--- src/rtl/sqrt_fixed_pkg.sv ---
// Shared types and width helpers for the fixed-point square-root unit.
// Widths are derived from the operand format and digits-per-cycle.
package sqrt_fixed_pkg;

  typedef enum logic [1:0] {
    IDLE = 2'b00,
    BUSY = 2'b01,
    DONE = 2'b10
  } state_t;

  // Radicand width: in * 2^FL, padded to an even number of bits.
  function automatic int radw_of(input int il, input int fl);
    return ((il + 2 * fl + 1) / 2) * 2;
  endfunction

  function automatic int rw_of(input int il, input int fl);
    return radw_of(il, fl) / 2;
  endfunction

  function automatic int k_of(input int il, input int fl, input int bpc);
    return (rw_of(il, fl) + bpc - 1) / bpc;
  endfunction

  function automatic int cnt_w_of(input int il, input int fl, input int bpc);
    return $clog2(k_of(il, fl, bpc) + 1);
  endfunction

endpackage

--- src/rtl/sqrt_step.sv ---
// One combinational restoring square-root step: consumes one radicand bit
// pair and resolves one root bit.
module sqrt_step #(
  parameter int RW = 16
) (
  input  logic [RW+1:0] rem,
  input  logic [RW-1:0] root,
  input  logic [1:0]    pair,
  output logic [RW+1:0] next_rem,
  output logic [RW-1:0] next_root
);

  logic [RW+4:0] trial;
  logic          unused_bits;

  // Extra top bit holds the borrow, i.e. the sign of the trial subtraction.
  assign trial = {1'b0, rem, pair} - {3'b000, root, 2'b01};

  always_comb begin
    if (!trial[RW+4]) begin
      next_rem  = trial[RW+1:0];
      next_root = {root[RW-2:0], 1'b1};
    end else begin
      next_rem  = {rem[RW-1:0], pair};
      next_root = {root[RW-2:0], 1'b0};
    end
  end

  // Remainder is bounded by 2*root, so these bits are always zero.
  assign unused_bits = ^{trial[RW+3:RW+2], root[RW-1]};

endmodule

--- src/rtl/sqrt_fixed_pipe.sv ---
// Fixed-point square root of a signed Q(IL.FL) operand with valid/ready on
// both sides; BPC restoring steps per BUSY cycle, optional round-to-nearest.
module sqrt_fixed_pipe
  import sqrt_fixed_pkg::*;
#(
  parameter int IL    = 8,
  parameter int FL    = 12,
  parameter int BPC   = 1,
  parameter int ROUND = 0
) (
  input  logic             clk,
  input  logic             reset_n,
  input  logic             in_valid,
  output logic             in_ready,
  input  logic [IL+FL-1:0] in,
  output logic             out_valid,
  input  logic             out_ready,
  output logic [IL+FL-1:0] out,
  output logic             err,
  output logic [1:0]       state
);

  localparam int OW  = IL + FL;
  localparam int RW  = rw_of(IL, FL);
  localparam int K   = k_of(IL, FL, BPC);
  localparam int CW  = cnt_w_of(IL, FL, BPC);
  localparam int SRW = 2 * BPC * K;

  state_t          state_q, state_d;
  logic [SRW-1:0]  shreg_q;
  logic [RW-1:0]   root_q;
  logic [RW+1:0]   rem_q;
  logic [CW-1:0]   cnt_q;
  logic [OW-1:0]   out_q;
  logic            err_q;

  logic            accept, last, round_up;
  logic [RW-1:0]   result;
  logic [RW+1:0]   rem_c  [BPC+1];
  logic [RW-1:0]   root_c [BPC+1];

  assign accept = in_valid && (state_q == IDLE);
  assign last   = (state_q == BUSY) && (cnt_q == CW'(1));

  // Step chain: MSB radicand pair feeds the first step.
  assign rem_c[0]  = rem_q;
  assign root_c[0] = root_q;
  for (genvar j = 0; j < BPC; j++) begin : g_step
    sqrt_step #(.RW(RW)) u_step (
      .rem       (rem_c[j]),
      .root      (root_c[j]),
      .pair      (shreg_q[SRW-1-2*j -: 2]),
      .next_rem  (rem_c[j+1]),
      .next_root (root_c[j+1])
    );
  end

  assign round_up = (ROUND != 0) && (rem_c[BPC] > {2'b00, root_c[BPC]});
  assign result   = root_c[BPC] + RW'(round_up);

  // NOTE: sequential state uses non-blocking assignments so every register
  // samples pre-edge values regardless of process order.
  always_ff @(posedge clk or negedge reset_n) begin
    if (!reset_n) state_q <= IDLE;
    else          state_q <= state_d;
  end

  always_comb begin
    // NOTE: default assignment first so no path leaves state_d unassigned,
    // which would otherwise infer a latch.
    state_d = state_q;
    case (state_q)
      IDLE:    if (in_valid)  state_d = in[OW-1] ? DONE : BUSY;
      BUSY:    if (last)      state_d = DONE;
      DONE:    if (out_ready) state_d = IDLE;
      default:                state_d = IDLE;
    endcase
  end

  always_comb begin
    in_ready  = (state_q == IDLE);
    out_valid = (state_q == DONE);
    state     = state_q;
  end

  always_ff @(posedge clk or negedge reset_n) begin
    if (!reset_n) begin
      shreg_q <= '0;
      root_q  <= '0;
      rem_q   <= '0;
      cnt_q   <= '0;
      out_q   <= '0;
      err_q   <= 1'b0;
    end else if (accept) begin
      shreg_q <= SRW'({in, {FL{1'b0}}});
      root_q  <= '0;
      rem_q   <= '0;
      cnt_q   <= CW'(K);
      if (in[OW-1]) begin
        out_q <= '0;
        err_q <= 1'b1;
      end
    end else if (state_q == BUSY) begin
      shreg_q <= shreg_q << (2 * BPC);
      root_q  <= root_c[BPC];
      rem_q   <= rem_c[BPC];
      cnt_q   <= cnt_q - CW'(1);
      if (last) begin
        out_q <= OW'(result);
        err_q <= 1'b0;
      end
    end
  end

  assign out = out_q;
  assign err = err_q;

endmodule

--- config.mk ---
export PLATFORM = sky130hd
export DESIGN_NAME = sqrt_fixed_pipe
export DESIGN_NICKNAME = d
export VERILOG_FILES = /design/src/rtl/sqrt_fixed_pkg.sv /design/src/rtl/sqrt_step.sv /design/src/rtl/sqrt_fixed_pipe.sv
export SDC_FILE = /design/constraint.sdc
export NUM_CORES = 1
export LEC_CHECK = 0
export ABC_AREA = 1
export BUFFER_PORTS_ARGS = -buffer_cell sky130_fd_sc_hd__buf_2
export CELL_PAD_IN_SITES_DETAIL_PLACEMENT = 1
export CELL_PAD_IN_SITES_GLOBAL_PLACEMENT = 2
export CORE_UTILIZATION = 36
export CTS_BUF_LIST = sky130_fd_sc_hd__clkbuf_4
export CTS_CLUSTER_SIZE = 25
export DETAILED_ROUTE_END_ITERATION = 6
export PLACE_DENSITY_LB_ADDON = 0.1
export SLEW_MARGIN = 15
export SYNTH_ARGS = -nofsm -noshare
export SYNTH_HDL_FRONTEND = slang
export SYNTH_SLANG_ARGS = --single-unit
--- constraint.sdc ---
create_clock -name clk -period 2.6 [get_ports clk]
set_input_delay 0.13 -clock clk [delete_from_list [all_inputs] [get_ports clk]]
set_output_delay 0.13 -clock clk [all_outputs]
set_load 0.01 [all_outputs]
==> impl_metrics.json <==
{
  "cp-end-kind": "flop",
  "grt_max_degree": 79,
  "crit_type": "reg -> reg",
  "drive_gt1_share_pct": 16.21,
  "syn_avg_cell_area_um2": 7.794,
  "clock_latency_ns": 0.44,
  "r2r_slack_ns": 0.37,
  "grt.total_usage_pct": 22.22,
  "synth.largest_area_cell": "dfrtp_1",
  "ir_worst_vdd_mv": 0.4990,
  "synth_top_area_share_pct": 42.59,
  "post-route-util_pct": 43.82,
  "clk_pin_slew_ns": 0.13,
  "grt_antenna_before_repair": 0,
  "cp.required_ns": 2.94,
  "num_vias": 4088,
  "swShare_pct": 51.79,
  "synth_cell_types": 34,
  "clkPwrFrac_pct": 10.5,
  "post-dp-hpwl_um": 9987,
  "first_iter_violations": 143,
  "synth_edf_count": 0,
  "diodes": 0,
  "status": "completed",
  "final_max_slew_viol_count": 0,
  "drv_cap": 0,
  "fmax_mhz": 447.8,
  "postPlaceCellArea_um2": 4976,
  "seq_area_frac_synth_pct": 42.59,
  "cts_sinks": 78,
  "power_switching_mw": 4.122,
  "io_pins": 49,
  "post_drt_wl_per_cell_um": 16.25,
  "finalWorstSetupSlack_ns": 0.3669,
  "cts_tree": "built",
  "cts_buffers": 9,
  "worstSetupStartpointType": "flop",
  "grt_pass1_vias": 4318,
  "min_period_over_period_pct": 85.89,
  "synthTopCellsByArea": "dfrtp_1 43%, nand2_1 15%, inv_1 7.4%, ha_1 5.2%, nand3_1 3.6%",
  "dieArea_um2": 13190,
  "cp.arrival_ns": 2.57,
  "synth-seq-cells": 78,
  "p_leak_nw": 2.781,
  "final_area_um2": 5351,
  "portBuffers": 44,
  "die_height_um": 114.8,
  "critPathMaxFanout": 27,
  "ys.flop_type": "dfrtp_1",
  "wl_um": 13450,
  "die_x_um": 114.8,
  "fillers": 1533,
  "grt_pass1_wl_um": 22320,
  "start_util_pct": 37.53,
  "clockBufferDepth": 2,
  "finalWeightedCongestion": 0.7873,
  "p_int_mw": 3.838,
  "synthTopCellsByCount": "186 x nand2_1, 90 x inv_1, 78 x dfrtp_1",
  "via_per_inst": 4.937,
  "synthesis.area_um2": 4583,
  "stdcell_count": 828,
  "rows": 40,
  "finalSetupTns_ns": 0,
  "ys_async_sr_fraction_pct": 100.0,
  "period_needed_ns": 2.233,
  "yosysWarningCount": 0,
  "nets": 699,
  "skew_ns": 0.01164,
  "seq_power_share_pct": 24.1,
  "rsz0062_at_grt": "no",
  "cts_resized": 0,
  "finalSetupViolCount": 0,
  "drcViolationCount": 0,
  "area_delta_synth_final_pct": 16.76,
  "worst_hold_path_type": "in -> reg",
  "ctsHtreeMaxLevel": 3,
  "pre_cts_ws_ns": 0.3886,
  "finalHoldViolCount": 0,
  "p_comb_share_pct": 65.4,
  "overflow": 0,
  "slew_headroom_pct": 32.90,
  "synth_most_common_cell": "nand2_1",
  "coreArea_um2": 12210,
  "dp.cells": 791,
  "power_density_nw_per_um2": 1487,
  "cts-root-buf": "clkbuf_4",
  "synth_cells": 588,
  "holdBufCountCts": 22,
  "postCtsSetupRepairBufs": 0,
  "first_pass_iters": 4,
  "ant_nets": 0,
  "worstMarginPinSlew_ns": 1.006
}
==> per-layer routing <==
| metal | part of all wire, % | GRT usage (%) | vias to the layer above |
|---|---|---|---|
| met5 | 0 | 0 | - |
| met1 | 47 | 28.05 | 2004 |
| met3 | 2.1 | 4.164 | 9 |
| li1 | - | - | 2033 |
| met2 | 51 | 40.16 | 42 |
| met4 | 0.56 | 3.550 | 0 |
==> cells in the final DEF, fill, tap and decap left out, types with 2 or more instances in the layout <==
| master | Yosys | final |
|---|---|---|
| a21oi_1 | 12 | 12 |
| buf_2 | 8 | 43 |
| buf_4 | 4 | 9 |
| bufinv_16 | 0 | 2 |
| clkbuf_4 | 0 | 11 |
| conb_1 | 1 | 4 |
| dfrtp_1 | 78 | 78 |
| dlygate4sd3_1 | 0 | 22 |
| ha_1 | 19 | 19 |
| inv_1 | 90 | 90 |
| inv_2 | 6 | 6 |
| nand2_1 | 186 | 186 |
| nand2_2 | 7 | 7 |
| nand3_1 | 33 | 33 |
| nand3_2 | 6 | 6 |
| nand3_4 | 2 | 2 |
| nand4_1 | 12 | 12 |
| nor2_1 | 19 | 19 |
| nor2_2 | 10 | 10 |
| nor2_4 | 4 | 4 |
| nor3_1 | 3 | 3 |
| o21ai_0 | 13 | 13 |
| o21ai_1 | 5 | 5 |
| o21ai_2 | 3 | 3 |
| o221ai_1 | 18 | 18 |
| o22ai_1 | 16 | 16 |
| o31ai_1 | 13 | 13 |
| xnor2_1 | 6 | 6 |
==> stage by stage <==
stage               hold slack (ns)  power, mW
floorplan                   -0.1656      5.768
global placement             0.3184      7.059
detailed placement           0.3248      7.172
CTS                         0.07028      8.061
global route                 0.1017      8.764
finish                      0.09484      7.960
==> sequential cells by signal, summed over array words and instances, names as in the netlist <==
| name | count |
|---|---|
| root_q | 16 |
| err | 1 |
| shreg_q | 20 |
| rem_q | 18 |
| cnt_q | 5 |
| out | 16 |
| state | 2 |
==> final timing paths <==
kind,depth (start not counted),to,start
min reg2reg,2,out[10]$_DFFE_PN0P_,out[10]$_DFFE_PN0P_
min,4,cnt_q[4]$_DFFE_PN0P_,in_valid
max in group asynchronous,2,root_q[12]$_DFFE_PN0P_,reset_n
max reg2reg,11,rem_q[2]$_DFFE_PN0P_,rem_q[11]$_DFFE_PN0P_
min in group asynchronous,2,state[0]$_DFFE_PN0P_,reset_n
max,11,rem_q[2]$_DFFE_PN0P_,rem_q[11]$_DFFE_PN0P_
==> logic make-up (layout without fill, tap and decap cells) <==
group / count (synthesis) / after routing / synth area share, %
simple gates: 285 / 285 / 28.31
buf+inv: 117 / 186 / 10.73
compound gates: 81 / 81 / 11.77
flops: 78 / 78 / 42.59
fa+ha+maj: 19 / 19 / 5.187
xor+xnor: 7 / 7 / 1.338
other cells: 1 / 4 / 0.08182
==> power groups by stage <==
stage / sequential [mW] / combinational, mW / clock [mW]
after floorplan: 1.89 / 3.88 / 0
after global placement: 1.91 / 5.14 / 0
after detailed placement: 1.94 / 5.23 / 0
after CTS: 1.92 / 5.28 / 0.859
after global routing: 1.97 / 5.90 / 0.901
final: 1.92 / 5.21 / 0.839
==> worst max-delay path, cell delays in order, from the launching register on <==
cell     delay, ns
dfrtp_1       0.45
ha_1          0.47
nand2_1       0.11
nand2_1       0.10
nand2_1       0.07
a21oi_1       0.23
nor2_4        0.10
nand3_4       0.10
buf_12        0.20
nand2_1       0.09
nand3_1       0.11
nand2_1       0.07
==> final cells by class <==
type | count | area [um2] | share of cell area, %
inverter | 96 | 360.3 | 6.734
sequential | 78 | 1952 | 36.47
clock buffer | 11 | 82.58 | 1.543
tap | 168 | 210.2 | 3.928
clock inverter | 4 | 72.57 | 1.356
multi-input combinational | 396 | 2151 | 40.19
timing repair buffer | 75 | 523.0 | 9.773
Note: power is estimated with default switching activity, not from simulation.
